`src/rtl/mux_pkg.sv`:
```
// Shared datapath word definitions for the word-selector slice.
package mux_pkg;

  localparam int DATA_W = 16;

  typedef logic [DATA_W-1:0] word_t;

endpackage : mux_pkg

```
`src/rtl/mux_reg.sv`:
```
// WIDTH-bit register with synchronous active-high reset to RESET_VAL.
module mux_reg #(
  parameter int               WIDTH     = mux_pkg::DATA_W,
  parameter logic [WIDTH-1:0] RESET_VAL = '0
) (
  input  logic             clk,
  input  logic             reset,
  input  logic [WIDTH-1:0] d,
  output logic [WIDTH-1:0] q
);

  always_ff @(posedge clk) begin
    if (reset) begin
      q <= RESET_VAL;
    end else begin
      q <= d;
    end
  end

endmodule : mux_reg

```
`src/rtl/mux2to1.sv`:
```
// Registered 2:1 word selector: mux_out follows (s ? in2 : in1) one clk later.
module mux2to1
  import mux_pkg::*;
#(
  parameter int               WIDTH     = DATA_W,
  parameter logic [WIDTH-1:0] RESET_VAL = '0
) (
  input  logic             clk,
  input  logic             reset,
  input  logic             s,
  input  logic [WIDTH-1:0] in1,
  input  logic [WIDTH-1:0] in2,
  output logic [WIDTH-1:0] mux_out
);

  if (WIDTH < 1) begin : g_bad_width
    $error("mux2to1: WIDTH must be at least 1");
  end

  logic [WIDTH-1:0] sel_d;

  // Conditional operator keeps an unknown select visible as X in simulation.
  assign sel_d = s ? in2 : in1;

  mux_reg #(
    .WIDTH     (WIDTH),
    .RESET_VAL (RESET_VAL)
  ) u_mux_reg (
    .clk   (clk),
    .reset (reset),
    .d     (sel_d),
    .q     (mux_out)
  );

endmodule : mux2to1

```
`config.mk`:
```
export PLATFORM = sky130hd
export DESIGN_NAME = mux2to1
export DESIGN_NICKNAME = d
export VERILOG_FILES = /design/src/rtl/mux_pkg.sv /design/src/rtl/mux_reg.sv /design/src/rtl/mux2to1.sv
export SDC_FILE = /design/constraint.sdc
export NUM_CORES = 1
export LEC_CHECK = 0
export ABC_AREA = 1
export CORE_MARGIN = 8
export CORE_UTILIZATION = 33
export DETAILED_ROUTE_END_ITERATION = 10
export GPL_TIMING_DRIVEN = 0
export PLACE_DENSITY_LB_ADDON = 0.12
export REMOVE_ABC_BUFFERS = 1
export SETUP_SLACK_MARGIN = 0.05
export SYNTH_ARGS = -nofsm -noshare
export SYNTH_HDL_FRONTEND = slang
export SYNTH_HIERARCHICAL = 1
export SYNTH_SLANG_ARGS = --single-unit
```
`constraint.sdc`:
```
create_clock -name clk -period 0.85 [get_ports clk]
set_input_delay 0.085 -clock clk [delete_from_list [all_inputs] [get_ports clk]]
set_output_delay 0.085 -clock clk [all_outputs]
set_load 0.05 [all_outputs]
```
# Word level (Yosys, flattened, before mapping)
# Cells that the tools add are included.
dict set report classes {
  muxes 1
}
# cell count
set op_table {}
lappend op_table {{two-way mux 16 bit} 1}
dict set report totals {
  ff_bits 16
  inputBits 35
  output_inout_bits 16
  wordCells 2
}

# Logic depth before layout (Yosys ltp)
dict set report depth {
  word_depth 1
  ltp_mapped 7
  mapped_depth_nobuf 5
}

# By module
# Netlist, hierarchy kept.
# mod n_inst cells_each area_per_inst_um2 seq_area_each_um2
set modules_own_cells {}
lappend modules_own_cells {mux_reg 1 50 474.2 320.3}
lappend modules_own_cells {mux2to1 1 52 244.0 0.0}

# Worst setup path after synthesis
# OpenSTA, ideal clock, no wires.
dict set report synth_path {
  path_kind {register to output}
  start {reg u_mux_reg.q[0]}
  end {out mux_out[0]}
  arrival_ps 587
  required_ps 765
  path_slack_ps 178
  stages_incl_launch_ff 1
  path_buffers 0
  cell_sequence {dfxtp_1}
}
# element line_no
set synth_lines {}
lappend synth_lines {{from (decl)} mux_reg.sv:9} ;# output logic [WIDTH-1:0] q
lappend synth_lines {{from (signal assigned)} mux_reg.sv:14} ;# q <= RESET_VAL;
lappend synth_lines {{from (signal assigned)} mux_reg.sv:16} ;# q <= d;
lappend synth_lines {{to (decl)} mux2to1.sv:13} ;# output logic [WIDTH-1:0] mux_out
# No word-level cell between the ends.

# Worst setup path in the final report
dict set report layout_path {
  start {reg u_mux_reg.q[6]}
  end {out mux_out[6]}
}
# No word-level cell between the ends.

==> flow_summary.toml <==
[flow_run]
cap_viol_max_count = 0

[finish]
area_delta_synth_final_pct = 82.93
layout_commonest_cell = "nand2_1"
layout.cells.most_common_list = "nand2_1 (43), clkdlybuf4s50_1 (32), inv_1 (16), dfxtp_2 (16), buf_8 (15)"
drive_gt1_share_pct = 30.46
num-fill-cells = 208
regArea_sq_um = 340.3
post_route_standard_cell_area_excluding_fillers_sq_mm = 0.001314
largest_register_ffs = 16
n_antenna_cell = 0
finish.net_count = 187
final_core_util_pct = 61.76
multi_input_comb_area_sq_um = 260.3
largest-register = "u_mux_reg/q"
top_regs = "u_mux_reg/q (16)"

[setup_path]
required_ns = 0.76
critical_path_class = "register to output pin"
worstPathMaxFanout = 1
timing.critical_path.arrival_ns = 0.76
critical_path.slowest_cell = "dfxtp_2"
cp_cell_sequence = "buf_8"
worst_setup_path_end_kind = "output pin"
startpoint_type = "register"
delay_contributed_by_the_slowest_stage_of_the_critical_path_ns = 0.34
path_buf_inv = 1
critical-path-top-delay-family = "flip-flops"

[pwr]
power_density_of_the_placed_cells_mw_per_mm2 = 1476
peakVddDrop_v = 0.0008281
p_leak_nw = 0.6627
design_power_total_mw = 1.939

[drt]
via_count = 709
postRouteAntennaNets = 0
via_per_inst = 3.961
first_pass_iters = 4
drt_drc_violations_left = 0
drtIter0Drc = 21
wl_per_cell_um = 10.68
route.final.wire_length_mm = 1.912

[floorplan]
die-area_sq_mm = 0.003925
width_of_the_die_um = 62.65
die_h_um = 62.65
num_rows = 17
io_pins = 51
design.core.area_sq_mm = 0.002127
floorplan.initialDensity_pct = 33.76

[timing]
timing.fmax_mhz = 1180
maxSlewViolCount = 0
rsz_0062_raised_after_global_routing = "yes"
tns_ns = 0
finalSetupViolations = 0
timing_worst_slew_pin_value_ns = 0.6273
final.period_utilization_pct = 99.72
report.final.hold_viol_count = 0
max_slew_headroom_pct = 58.18
min_period_ns = 0.8476

[yosys]
syn-mean-instance-area_sq_um = 7.041
unique_masters_post_synth = 10
synth_xor_xnor_area_share_pct = 0
synth_compound_gate_area_share_pct = 0
postSynthRegisterBits = 16
synth_top_family_by_area = "simple AND/OR/NAND/NOR gates"
yosys.area_share.adder_pct = 0
post_synth_instance_area_sq_um = 718.2
synth.top_cell.area_share_pct = 44.60
synth_area_leader_cell = "dfxtp_1"
syn_inst = 102
synth_seq_area_share_pct = 44.60
synth-simple-area-share_pct = 36.24
synth-warning-count = 6
muxShareOfSynthArea_pct = 0
synth.area.top_cells = "dfxtp_1 (45%), nand2_1 (22%), inv_1 (8.4%)"

[hold_path]
min_path_type = "primary input to register"

[grt]
pin_count_of_the_biggest_net_entering_global_routing = 18
gr-total-overflow = 0
first_global_vias = 802
globalRouteTotalUtil_pct = 10.19
grt_antenna_before_repair = 0
grt_pass1_wl_mm = 3.325

[clock_network]
clock_tree_from_tritoncts = "built"
clkSlewWorstSetupHoldPaths_ns = 0.09
tritoncts.num_buffers = 3
clk_path_buf_depth = 2
postCtsHoldBufs = 0
cts_sinks = 16
htree_depth = 1
root_buffer = "clkbuf_4"
post_cts_buffers = 0

[placement]
placed_cell_areas_sq_mm = 0.001185
gp_routability_congestion = 0.6654
post-dp-hpwl_mm = 1.426
port_buffers = 50

[run_status]
status = "completed"
## cell usage after synthesis
master,number
dfxtp_1,16
buf_6,3
nor2_2,3
nand2_2,5
inv_6,1
nor2_1,13
nand2_1,43
buf_8,1
buf_12,1
inv_1,16
## timing repair
action,CTS,global route
resized for setup,147,4
setup endpoints to repair,32,31
pin swaps,0,0
## path summary, 6_finish.rpt
| check | start | endpoint | depth (start not counted) |
|---|---|---|---|
| hold / removal | s | u_mux_reg/q[7] | 5 |
| setup / recovery | u_mux_reg/q[6] | mux_out[6] | 1 |
## power breakdown
part	switching, mW	internal (mW)	total [mW]
registers	0.0284	0.807	0.836
logic	0.305	0.304	0.609
clock network	0.235	0.260	0.495
total	0.568	1.37	1.94
## logic make-up (layout without fill, tap and decap cells)
kind of cell / Yosys count / in the layout
buf+inv: 22 / 71
flops: 16 / 16
simple gates: 64 / 64
## cell type report
class,count,area share [%]
Timing Repair Buffer,50,43.62
Sequential cell,16,25.90
Multi-Input combinational cell,64,19.81
Inverter,17,5.238
Clock buffer,4,2.762
Tap cell,28,2.667
## metal layers
metal	vias to the layer above	part of all wire, %	global-route usage (%)
met5	-	0	0
met4	0	1.1	5.128
met3	2	5.1	2.509
met2	27	53	19.28
met1	297	41	9.948
li1	383	-	-
## per-stage QoR
stage	hold slack (ns)	std cells	setup WS (ns)
6_report	0.2498	179	0.002420
5_1_grt	0.2763	179	-0.03805
4_1_cts	0.3909	179	-0.01162
3_5_place_dp	0.7053	175	-0.7795
3_3_place_gp	0.6984	175	-0.7534
2_1_floorplan	0.1519	97	0.1777
Power figures use the tool's default switching activity.
